<file path="config.mk">
export PLATFORM = sky130hd
export DESIGN_NAME = keypad_entry_flat
export DESIGN_NICKNAME = d
export VERILOG_FILES = /design/src/rtl/keypad_pkg.sv /design/src/rtl/keypad_entry_if.sv /design/src/rtl/keypad_scan.sv /design/src/rtl/keypad_entry.sv /design/src/flat_wrapper.sv
export SDC_FILE = /design/constraint.sdc
export NUM_CORES = 1
export LEC_CHECK = 0
export BUFFER_PORTS_ARGS = -buffer_cell sky130_fd_sc_hd__buf_2
export CAP_MARGIN = 0
export CELL_PAD_IN_SITES_DETAIL_PLACEMENT = 1
export CELL_PAD_IN_SITES_GLOBAL_PLACEMENT = 2
export CORE_ASPECT_RATIO = 1.1
export CORE_MARGIN = 2
export CORE_UTILIZATION = 30
export DETAILED_ROUTE_END_ITERATION = 16
export GPL_ROUTABILITY_DRIVEN = 1
export PLACE_DENSITY_LB_ADDON = 0.2
export SLEW_MARGIN = 20
export SYNTH_ARGS = -nofsm -noshare
export SYNTH_HDL_FRONTEND = slang
export SYNTH_SLANG_ARGS = --single-unit
</file>
<file path="constraint.sdc">
create_clock -name clk -period 4.9 [get_ports clk]
set_input_delay 0.98 -clock clk [delete_from_list [all_inputs] [get_ports clk]]
set_output_delay 0.98 -clock clk [all_outputs]
set_load 0.02 [all_outputs]
</file>
<file path="src/rtl/keypad_pkg.sv">
// Shared keypad constants: key codes, the {col,row} key map and entry-action decode.
package keypad_pkg;

  localparam int DIGIT_W = 4;

  localparam logic [3:0] KEY_A    = 4'd10;
  localparam logic [3:0] KEY_B    = 4'd11;
  localparam logic [3:0] KEY_C    = 4'd12;
  localparam logic [3:0] KEY_D    = 4'd13;
  localparam logic [3:0] KEY_STAR = 4'd14;
  localparam logic [3:0] KEY_HASH = 4'd15;

  // Element index is {col, row}, matching the snapshot bit layout col*4 + row.
  localparam logic [15:0][3:0] KEY_MAP = {
    KEY_D, KEY_C,  KEY_B, KEY_A,      // col 3: rows 3..0
    KEY_HASH, 4'd9, 4'd6, 4'd3,       // col 2
    4'd0,  4'd8,   4'd5,  4'd2,       // col 1
    KEY_STAR, 4'd7, 4'd4, 4'd1        // col 0
  };

  typedef enum logic [1:0] {
    ACT_DIGIT,
    ACT_CLEAR,
    ACT_COMMIT,
    ACT_NONE
  } key_action_e;

  function automatic key_action_e key_action(input logic [3:0] code);
    if (code <= 4'd9)            key_action = ACT_DIGIT;
    else if (code == KEY_STAR)   key_action = ACT_CLEAR;
    else if (code == KEY_HASH)   key_action = ACT_COMMIT;
    else                         key_action = ACT_NONE;
  endfunction

  function automatic logic [3:0] key_index(input logic [15:0] s);
    key_index = '0;
    for (int i = 15; i >= 0; i--) begin
      if (s[i]) key_index = 4'(i);
    end
  endfunction

endpackage

</file>
<file path="src/rtl/keypad_entry_if.sv">
// Key event and BCD entry outputs of the keypad, as seen by the display side.
interface keypad_entry_if;
  import keypad_pkg::*;

  logic                   key_valid;
  logic [3:0]             key_code;
  logic [4*DIGIT_W-1:0]   digits;
  logic [4*DIGIT_W-1:0]   value_out;
  logic                   entry_done;

  modport master (
    output key_valid, key_code, digits, value_out, entry_done
  );

  modport slave (
    input  key_valid, key_code, digits, value_out, entry_done
  );
endinterface

</file>
<file path="src/rtl/keypad_scan.sv">
// Column scanner: drives one column low per slot, synchronises rows and assembles a
// full-keypad snapshot (1 = pressed) with a frame_end strobe once it is complete.
module keypad_scan #(
  parameter int SCAN_DIV = 100000
) (
  input  logic        clk,
  input  logic        rst,
  input  logic [3:0]  row_in,
  output logic [3:0]  col_out,
  output logic        frame_end,
  output logic [15:0] snapshot
);

  localparam int SLOT_W = $clog2(SCAN_DIV);

  logic [SLOT_W-1:0] slot_cnt;
  logic [1:0]        col;
  logic [3:0]        row_p0;
  logic [3:0]        row_p1;
  logic              slot_last;

  assign slot_last = (slot_cnt == SLOT_W'(SCAN_DIV - 1));
  assign col_out   = ~(4'b0001 << col);

  always_ff @(posedge clk) begin
    if (rst) begin
      slot_cnt  <= '0;
      col       <= '0;
      row_p0    <= '0;
      row_p1    <= '0;
      snapshot  <= '0;
      frame_end <= 1'b0;
    end else begin
      row_p0    <= row_in;
      row_p1    <= row_p0;
      // Registered so the strobe lines up with the column-3 sample landing in snapshot.
      frame_end <= slot_last && (col == 2'd3);
      if (slot_last) begin
        slot_cnt                    <= '0;
        col                         <= col + 2'd1;
        snapshot[{col, 2'b00} +: 4] <= ~row_p1;
      end else begin
        slot_cnt <= slot_cnt + 1'b1;
      end
    end
  end

endmodule

</file>
<file path="src/rtl/keypad_entry.sv">
// 4x4 keypad to 4-digit BCD entry: frame debounce, single-key press detection,
// and a rolling digit register committed by '#'.
module keypad_entry
  import keypad_pkg::*;
#(
  parameter int SCAN_DIV       = 100000,
  parameter int DEBOUNCE_SCANS = 8
) (
  input  logic           clk,
  input  logic           rst,
  input  logic [3:0]     row_in,
  output logic [3:0]     col_out,
  keypad_entry_if.master kp
);

  localparam int                CNT_W   = $clog2(DEBOUNCE_SCANS + 1);
  localparam logic [CNT_W-1:0]  CNT_MAX = CNT_W'(DEBOUNCE_SCANS);

  logic             frame_end;
  logic [15:0]      snapshot;
  logic [15:0]      prev_snapshot;
  logic [15:0]      accepted_state;
  logic [CNT_W-1:0] stable_cnt;
  logic [CNT_W-1:0] cnt_next;
  logic             accept;

  logic             vld_p0;
  logic [3:0]       idx_p0;

  logic             key_valid_p1;
  logic [3:0]       key_code_p1;
  logic [15:0]      digits_p1;
  logic [15:0]      value_p1;
  logic             done_p1;

  logic [3:0]       evt_code;
  key_action_e      evt_act;

  keypad_scan #(.SCAN_DIV(SCAN_DIV)) u_scan (
    .clk       (clk),
    .rst       (rst),
    .row_in    (row_in),
    .col_out   (col_out),
    .frame_end (frame_end),
    .snapshot  (snapshot)
  );

  always_comb begin
    cnt_next = CNT_W'(1);
    if (snapshot == prev_snapshot) begin
      cnt_next = (stable_cnt == CNT_MAX) ? CNT_MAX : stable_cnt + 1'b1;
    end
    accept = frame_end && (cnt_next == CNT_MAX) && (snapshot != accepted_state);
  end

  // Stage p0: debounce and detect an idle-to-single-key transition of accepted_state.
  always_ff @(posedge clk) begin
    if (rst) begin
      prev_snapshot  <= '0;
      accepted_state <= '0;
      stable_cnt     <= '0;
      vld_p0         <= 1'b0;
      idx_p0         <= '0;
    end else begin
      vld_p0 <= 1'b0;
      if (frame_end) begin
        stable_cnt    <= cnt_next;
        prev_snapshot <= snapshot;
      end
      if (accept) begin
        accepted_state <= snapshot;
        vld_p0         <= (accepted_state == '0) && $onehot(snapshot);
        idx_p0         <= key_index(snapshot);
      end
    end
  end

  assign evt_code = KEY_MAP[idx_p0];
  assign evt_act  = key_action(evt_code);

  // Stage p1: key event outputs and entry register update on the same edge.
  always_ff @(posedge clk) begin
    if (rst) begin
      key_valid_p1 <= 1'b0;
      key_code_p1  <= '0;
      digits_p1    <= '0;
      value_p1     <= '0;
      done_p1      <= 1'b0;
    end else begin
      key_valid_p1 <= vld_p0;
      done_p1      <= 1'b0;
      if (vld_p0) begin
        key_code_p1 <= evt_code;
        unique case (evt_act)
          ACT_DIGIT:  digits_p1 <= {digits_p1[11:0], evt_code};
          ACT_CLEAR:  digits_p1 <= '0;
          ACT_COMMIT: begin
            value_p1  <= digits_p1;
            done_p1   <= 1'b1;
            digits_p1 <= '0;
          end
          default: ;
        endcase
      end
    end
  end

  assign kp.key_valid  = key_valid_p1;
  assign kp.key_code   = key_code_p1;
  assign kp.digits     = digits_p1;
  assign kp.value_out  = value_p1;
  assign kp.entry_done = done_p1;

endmodule

</file>
<file path="src/flat_wrapper.sv">
// flat-port wrapper written by rule: the top's interface ports become plain ports
module keypad_entry_flat import keypad_pkg::*;
#(
  parameter int SCAN_DIV       = 100000,
  parameter int DEBOUNCE_SCANS = 8
)
  (clk, rst, row_in, col_out, kp_key_valid, kp_key_code, kp_digits, kp_value_out, kp_entry_done);
  keypad_entry_if kp_i ();
  input  logic clk;
  input  logic rst;
  input  logic [3:0] row_in;
  output logic [3:0] col_out;
  output wire logic [$bits(kp_i.key_valid)-1:0] kp_key_valid;
  output wire logic [$bits(kp_i.key_code)-1:0] kp_key_code;
  output wire logic [$bits(kp_i.digits)-1:0] kp_digits;
  output wire logic [$bits(kp_i.value_out)-1:0] kp_value_out;
  output wire logic [$bits(kp_i.entry_done)-1:0] kp_entry_done;
  assign kp_key_valid = kp_i.key_valid;
  assign kp_key_code = kp_i.key_code;
  assign kp_digits = kp_i.digits;
  assign kp_value_out = kp_i.value_out;
  assign kp_entry_done = kp_i.entry_done;
  keypad_entry #(.SCAN_DIV(SCAN_DIV), .DEBOUNCE_SCANS(DEBOUNCE_SCANS)) u_core (.clk(clk), .rst(rst), .row_in(row_in), .col_out(col_out), .kp(kp_i));
endmodule
</file>
# Word level (Yosys, flattened, before mapping)
# Memory sizes are Yosys's and may differ from the RTL's. A register that Yosys moved wholly into a read port is not among the register bits.
# Index checks and enable logic that the tools add are counted.
# word_totals
n_memories,1
out_inout_bits,42
inputBits,6
wordCells,96
register_bits,123
mem_bits_ro,64
# mem_list
name,depth,width,read_ports,rd_ports_with_merged_regs,write_ports,line_no,text
(name not given),16,4,1,1,0,keypad_entry.sv:78,assign evt_code = KEY_MAP[idx_p0];
# op_classes
n_bitwise,4
eq_ne,11
magnitude_cmp,2
n_mux,27
shifts,3
addsub,19
reduce_logical,13
# ops
cell,n
4-bit 2-to-1 mux,21
5-bit adder,7
16-bit case mux with 2 select lines,1
17-bit by 1-bit adder with 17-bit output (second input constant),1
17-bit equality test (second input constant),1
1-bit by 1-bit adder with 2-bit output,8
16-bit bitwise mux,1
16-bit equality test,1
4-bit equality test (second input constant),4
16-bit logical NOT,1
16-bit != test,1
4-bit by 6-bit variable shift with 16-bit output (first input constant),1
4-bit by 6-bit indexed part select with 16-bit output,1
4-bit NOT,2
2-bit OR reduction,4
4-bit negation with 6-bit output,1
5-bit by 1-bit equality test with 1-bit output (second input constant),1
4-bit by 5-bit < comparator with 1-bit output (second input constant),1
4-bit by 1-bit adder with 4-bit output (second input constant),1
2-bit equality test (second input constant),2
4-bit less-or-equal comparator (second input constant),1
1-bit logical AND,4
2-bit 2-to-1 mux,2
2-bit AND reduction,2
7 further kinds,9

# Logic depth before layout (Yosys ltp)
# logic_depth
ltp_word,18
mapped_depth,15
depth_no_buf,15

# Cells and area by module
# A second synthesis with hierarchy kept.
# unflattened
hier_cells,712
hier_area_um2,6289.8
# modules_own_cells
module,seq_area_each_um2,cells_per_inst,area_each_um2,n_inst
keypad_entry,1661.6,503,4332.9,1
keypad_scan,880.8,209,1956.9,1

# Worst setup path after synthesis
# Ideal clock, no wire load.
# synth_timing
path_kind,reg2reg
from,reg u_core.u_scan.snapshot[0]
to,reg u_core.vld_p0
synth_period_minus_slack_ns,3.775
t_arrival_ns,3.697
t_required_ns,4.822
n_path_buf,0
stages_incl_launch_ff,13
slack_ns,1.125
setup_ns,0.078
path_cell_list,dfxtp_1 > ha_1 > fa_1 > inv_1 > fa_1 > fa_1 > inv_1 > fa_1 > ha_1 > fa_1 > nor4_1 > nand4_1 > nor3_1
# synth_via
elab_chain_len,7
word_cells_on_any_way,14
classes_between,add/sub: 4; eq/ne: 4; mux: 1; bitwise: 1; reduce/logical: 4
# synth_rtl
element,line_no,text
"start, declared",keypad_scan.sv:11,output logic [15:0] snapshot
"start signal, assigned by index",keypad_scan.sv:41,"snapshot[{col, 2'b00} +: 4] <= ~row_p1;"
"parallel branches: the longest is 7 deep, another holds 5-bit adder",--,
"end signal, assigned",keypad_entry.sv:72,vld_p0 <= (accepted_state == '0) && $onehot(snapshot);
"end, declared",keypad_entry.sv:27,logic vld_p0;
# Parallel ways; which one is timed is not known.
# A chain may end at the register's enable or synchronous reset.

# Worst setup path in the final report
# layout_timing
from,reg u_core.u_scan.snapshot[7]
to,reg u_core.vld_p0
# The elaborated chain is that of the path after synthesis.

==> results.py <==
metrics = {
    "status": {
        "status": "completed",
    },
    "placed_design": {
        "place_ws_ns": 0.741,
        "dpl_cell_area_sq_um": 6360,
        "dpl.cell_count": 941,
        "place_hpwl_um": 11000,
        "io_buffer_count": 47,
        "gp_congestion": 0.759,
    },
    "logic_synthesis": {
        "ys_seq_area_share_pct": 42.6,
        "synth-edff-count": 0,
        "ys_async_sr_fraction_pct": 0,
        "ys_top_cells_by_area": "dfxtp_1 43%, nor2_1 5.8%, mux2i_1 5.4%",
        "synth_top_cell_by_area": "dfxtp_1",
        "synth_area_sq_um": 5970,
        "synth_top_area_share_pct": 42.6,
        "synth_cells": 681,
        "synth_seq_cells": 127,
        "ys_types": 51,
        "synth_nets": 723,
        "ys_warn_count": 0,
        "avgSynthCellArea_sq_um": 8.77,
        "synthFlopType": "dfxtp_1",
    },
    "sta": {
        "setup_viol": 0,
        "fin_tns_setup_ns": 0,
        "tightest_slew_ns": 0.808,
        "fmax_ghz": 0.240,
        "rsz0062_at_grt": "false",
        "post-route-min-period_ns": 4.16,
        "worst_slack_ns": 0.739,
        "min_period_over_period_pct": 84.9,
        "maxSlewHeadroom_pct": 45.7,
        "hold_viol_final": 0,
        "fin_skew_ns": 0.0115,
        "maxSlewViolCount": 0,
    },
    "clock_tree": {
        "ctsLongestPathBuffers": 2,
        "cts_sinks": 127,
        "cts_tree": "done",
        "cts_setup_buffers": 0,
        "cts_buffers": 17,
        "cts_hold_buf": 0,
        "clock_latency_ns": 0.42,
        "cts_resized": 0,
        "clk_pin_slew_ns": 0.06,
        "cts_root_buffer": "clkbuf_16",
        "htree_num_levels": 4,
    },
    "grt": {
        "grt_start_max_net_pins": 69,
        "first_global_vias": 4906,
        "gr-usage-all-layers_pct": 15.1,
        "antenna_found_initial": 0,
        "grt_pass1_wl_um": 25500,
        "grt-ovfl-total": 0,
    },
    "critical_path": {
        "path_cells": "ha_1, inv_1, fa_1, fa_1, fa_1, inv_1, fa_1, ha_1, fa_1, nor4_1, nand4_1, nor3_1",
        "worstPathMaxFanout": 9,
        "r2r_start": "u_core.u_scan.snapshot[7]",
        "rr_worst_depth": 12,
        "worst-setup-path-type": "register to register",
        "cp_slowest_cell": "fa_1",
        "cp.required_ns": 5.24,
        "slowest_delay_ns": 0.55,
        "critPathLaunchType": "register",
        "arrival_ns": 4.50,
        "r2r-end": "u_core.vld_p0",
        "reg2reg_slack_ns": 0.74,
        "crit_top_cell": "fa_1",
        "end_kind": "register",
    },
    "power": {
        "p_int_mw": 1.82,
        "ir_drop_mv": 0.235,
        "netSwitchingFraction_pct": 22.3,
        "pwr_density_cell_nw_per_um2": 336,
        "power_leakage_nw": 2.97,
        "switchingPower_mw": 0.522,
        "power_frac_clock_pct": 54.3,
        "power_frac_seq_pct": 44.5,
        "combPwrFrac_pct": 1.1,
    },
    "floorplanning": {
        "rows": 54,
        "die_area_sq_um": 21100,
        "coreArea_sq_um": 19700,
        "ios": 48,
        "start_util_pct": 30.4,
        "die_h_um": 152,
        "die_w_um": 139,
    },
    "job": {
        "cap_violations": 0,
    },
    "route": {
        "drt_first_pass_iters": 4,
        "drc": 0,
        "wl_per_cell_um": 15.6,
        "vias": 4631,
        "drt_iter0_markers": 194,
        "ant_nets": 0,
        "avgViaCountPerCell": 4.76,
        "finalWirelength_um": 15200,
    },
    "final_layout": {
        "final_layout_size_suffix_gt1_share_pct": 13.0,
        "most-common-layout-cells": "127 x dfxtp_1, 93 x nor2_1, 66 x nand2_1",
        "area_delta_synth_final_pct": 16.5,
        "post-route-util_pct": 35.4,
        "fill_cells": 2304,
        "fin_cells": 973,
        "final_area_sq_um": 6960,
        "final_common_cell": "dfxtp_1",
        "nets": 750,
        "diodes": 0,
    },
    "hold_path": {
        "worst_hold_startpoint": "u_core.u_scan.row_p0[3]",
        "hold_end": "u_core.u_scan.row_p1[3]",
        "whs_path_depth": 1,
        "hold_class": "register to register",
    },
}
[worst max-delay path: cells and delay by family (launching register included)]
family | cells | cell delay (ns)
DFF | 1 | 0.54
adders and majority gates | 7 | 2.93
buffers and inverters | 2 | 0.11
and+or+nand+nor | 3 | 0.51
[Yosys cell counts, types with 2 or more instances]
master and n:
nand3_1 30, xor2_1 36, nand4b_1 2, inv_1 39, nor4_1 12, ha_1 25, mux2i_1 32, dfxtp_1 127
a21oi_1 61, nand2_1 66, or3_1 3, nand4_1 7, or4_1 2, xnor2_1 15, a31oi_1 2, a22o_1 3
clkbuf_1 19, nor4_2 2, buf_1 8, mux2i_4 2, inv_2 2, o21ai_0 6, nor3_1 21, and3_1 5
nor2b_1 10, buf_2 13, a211oi_1 3, nor2_1 93, a2bb2oi_1 2, fa_1 11, buf_6 2
[cell type report]
type	instances	area [sq um]	share of cell area (%)
flip-flops and latches	127	2540	36.5
repair buffers	50	260	3.74
multi-input cells	471	3090	44.4
inverters	41	154	2.21
clock buffers	19	443	6.37
well taps	252	315	4.53
clock inverters	13	154	2.21
[power by group through the flow]
stage	Sequential (mW)	Clock, mW	Combinational, mW
floorplan	1.06	0	0.0202
global placement	1.06	0	0.0270
detailed placement	1.06	0	0.0280
CTS	1.04	1.31	0.0279
global route	1.04	1.36	0.0307
finish	1.04	1.27	0.0269
[sequential cells by signal, indices dropped and copies added (netlist names)]
register                 flops
u_core.kp.entry_done         1
u_core.prev_snapshot        16
u_core.u_scan.slot_cnt      17
u_core.u_scan.snapshot      16
u_core.kp.digits            16
u_core.kp.key_code           4
u_core.stable_cnt            4
u_core.kp.value_out         16
u_core.u_scan.col            2
u_core.u_scan.row_p0         4
u_core.vld_p0                1
u_core.idx_p0                4
u_core.u_scan.row_p1         4
u_core.accepted_state       16
u_core.u_scan.frame_end      1
u_core.kp.key_valid          1
u_core.evt_code              4
[cells by family after synthesis]
group           count (synthesis)  share of synthesized area, %
flops                         127                          42.6
xor+xnor                       51                          7.48
fa+ha+maj                      36                          8.93
simple gates                  261                          20.5
mux                            36                          6.56
buf+inv                        83                          5.74
compound gates                 87                          8.21
[how the worst max path moves through the flow]
stage                                    from       endpoint  slack [ns]  cells after the start
floorplan           u_core.u_scan.snapshot[0]  u_core.vld_p0        1.13                     12
global placement    u_core.u_scan.snapshot[0]  u_core.vld_p0        0.86                     12
detailed placement  u_core.u_scan.snapshot[0]  u_core.vld_p0        0.74                     12
CTS                 u_core.u_scan.snapshot[7]  u_core.vld_p0        0.73                     12
global route        u_core.u_scan.snapshot[7]  u_core.vld_p0        0.49                     12
finish              u_core.u_scan.snapshot[7]  u_core.vld_p0        0.74                     12
[metal layers]
| metal | vias to the layer above | track usage (%) | routed length (um) |
|---|---|---|---|
| met5 | - | 0 | 0 |
| met4 | 0 | 5.73 | 285 |
| met3 | 22 | 3.34 | 423 |
| met2 | 51 | 26.3 | 7600 |
| met1 | 2242 | 18.2 | 6890 |
| li1 | 2316 | - | - |
[per-stage QoR]
step / hold WS [ns] / total power, mW
finish: 0.436 / 2.34
global route: 0.467 / 2.43
CTS: 0.441 / 2.38
detailed placement: 0.427 / 1.09
global placement: 0.420 / 1.09
floorplan: 0.414 / 1.08
No activity file was read; power rests on OpenSTA's default activity.
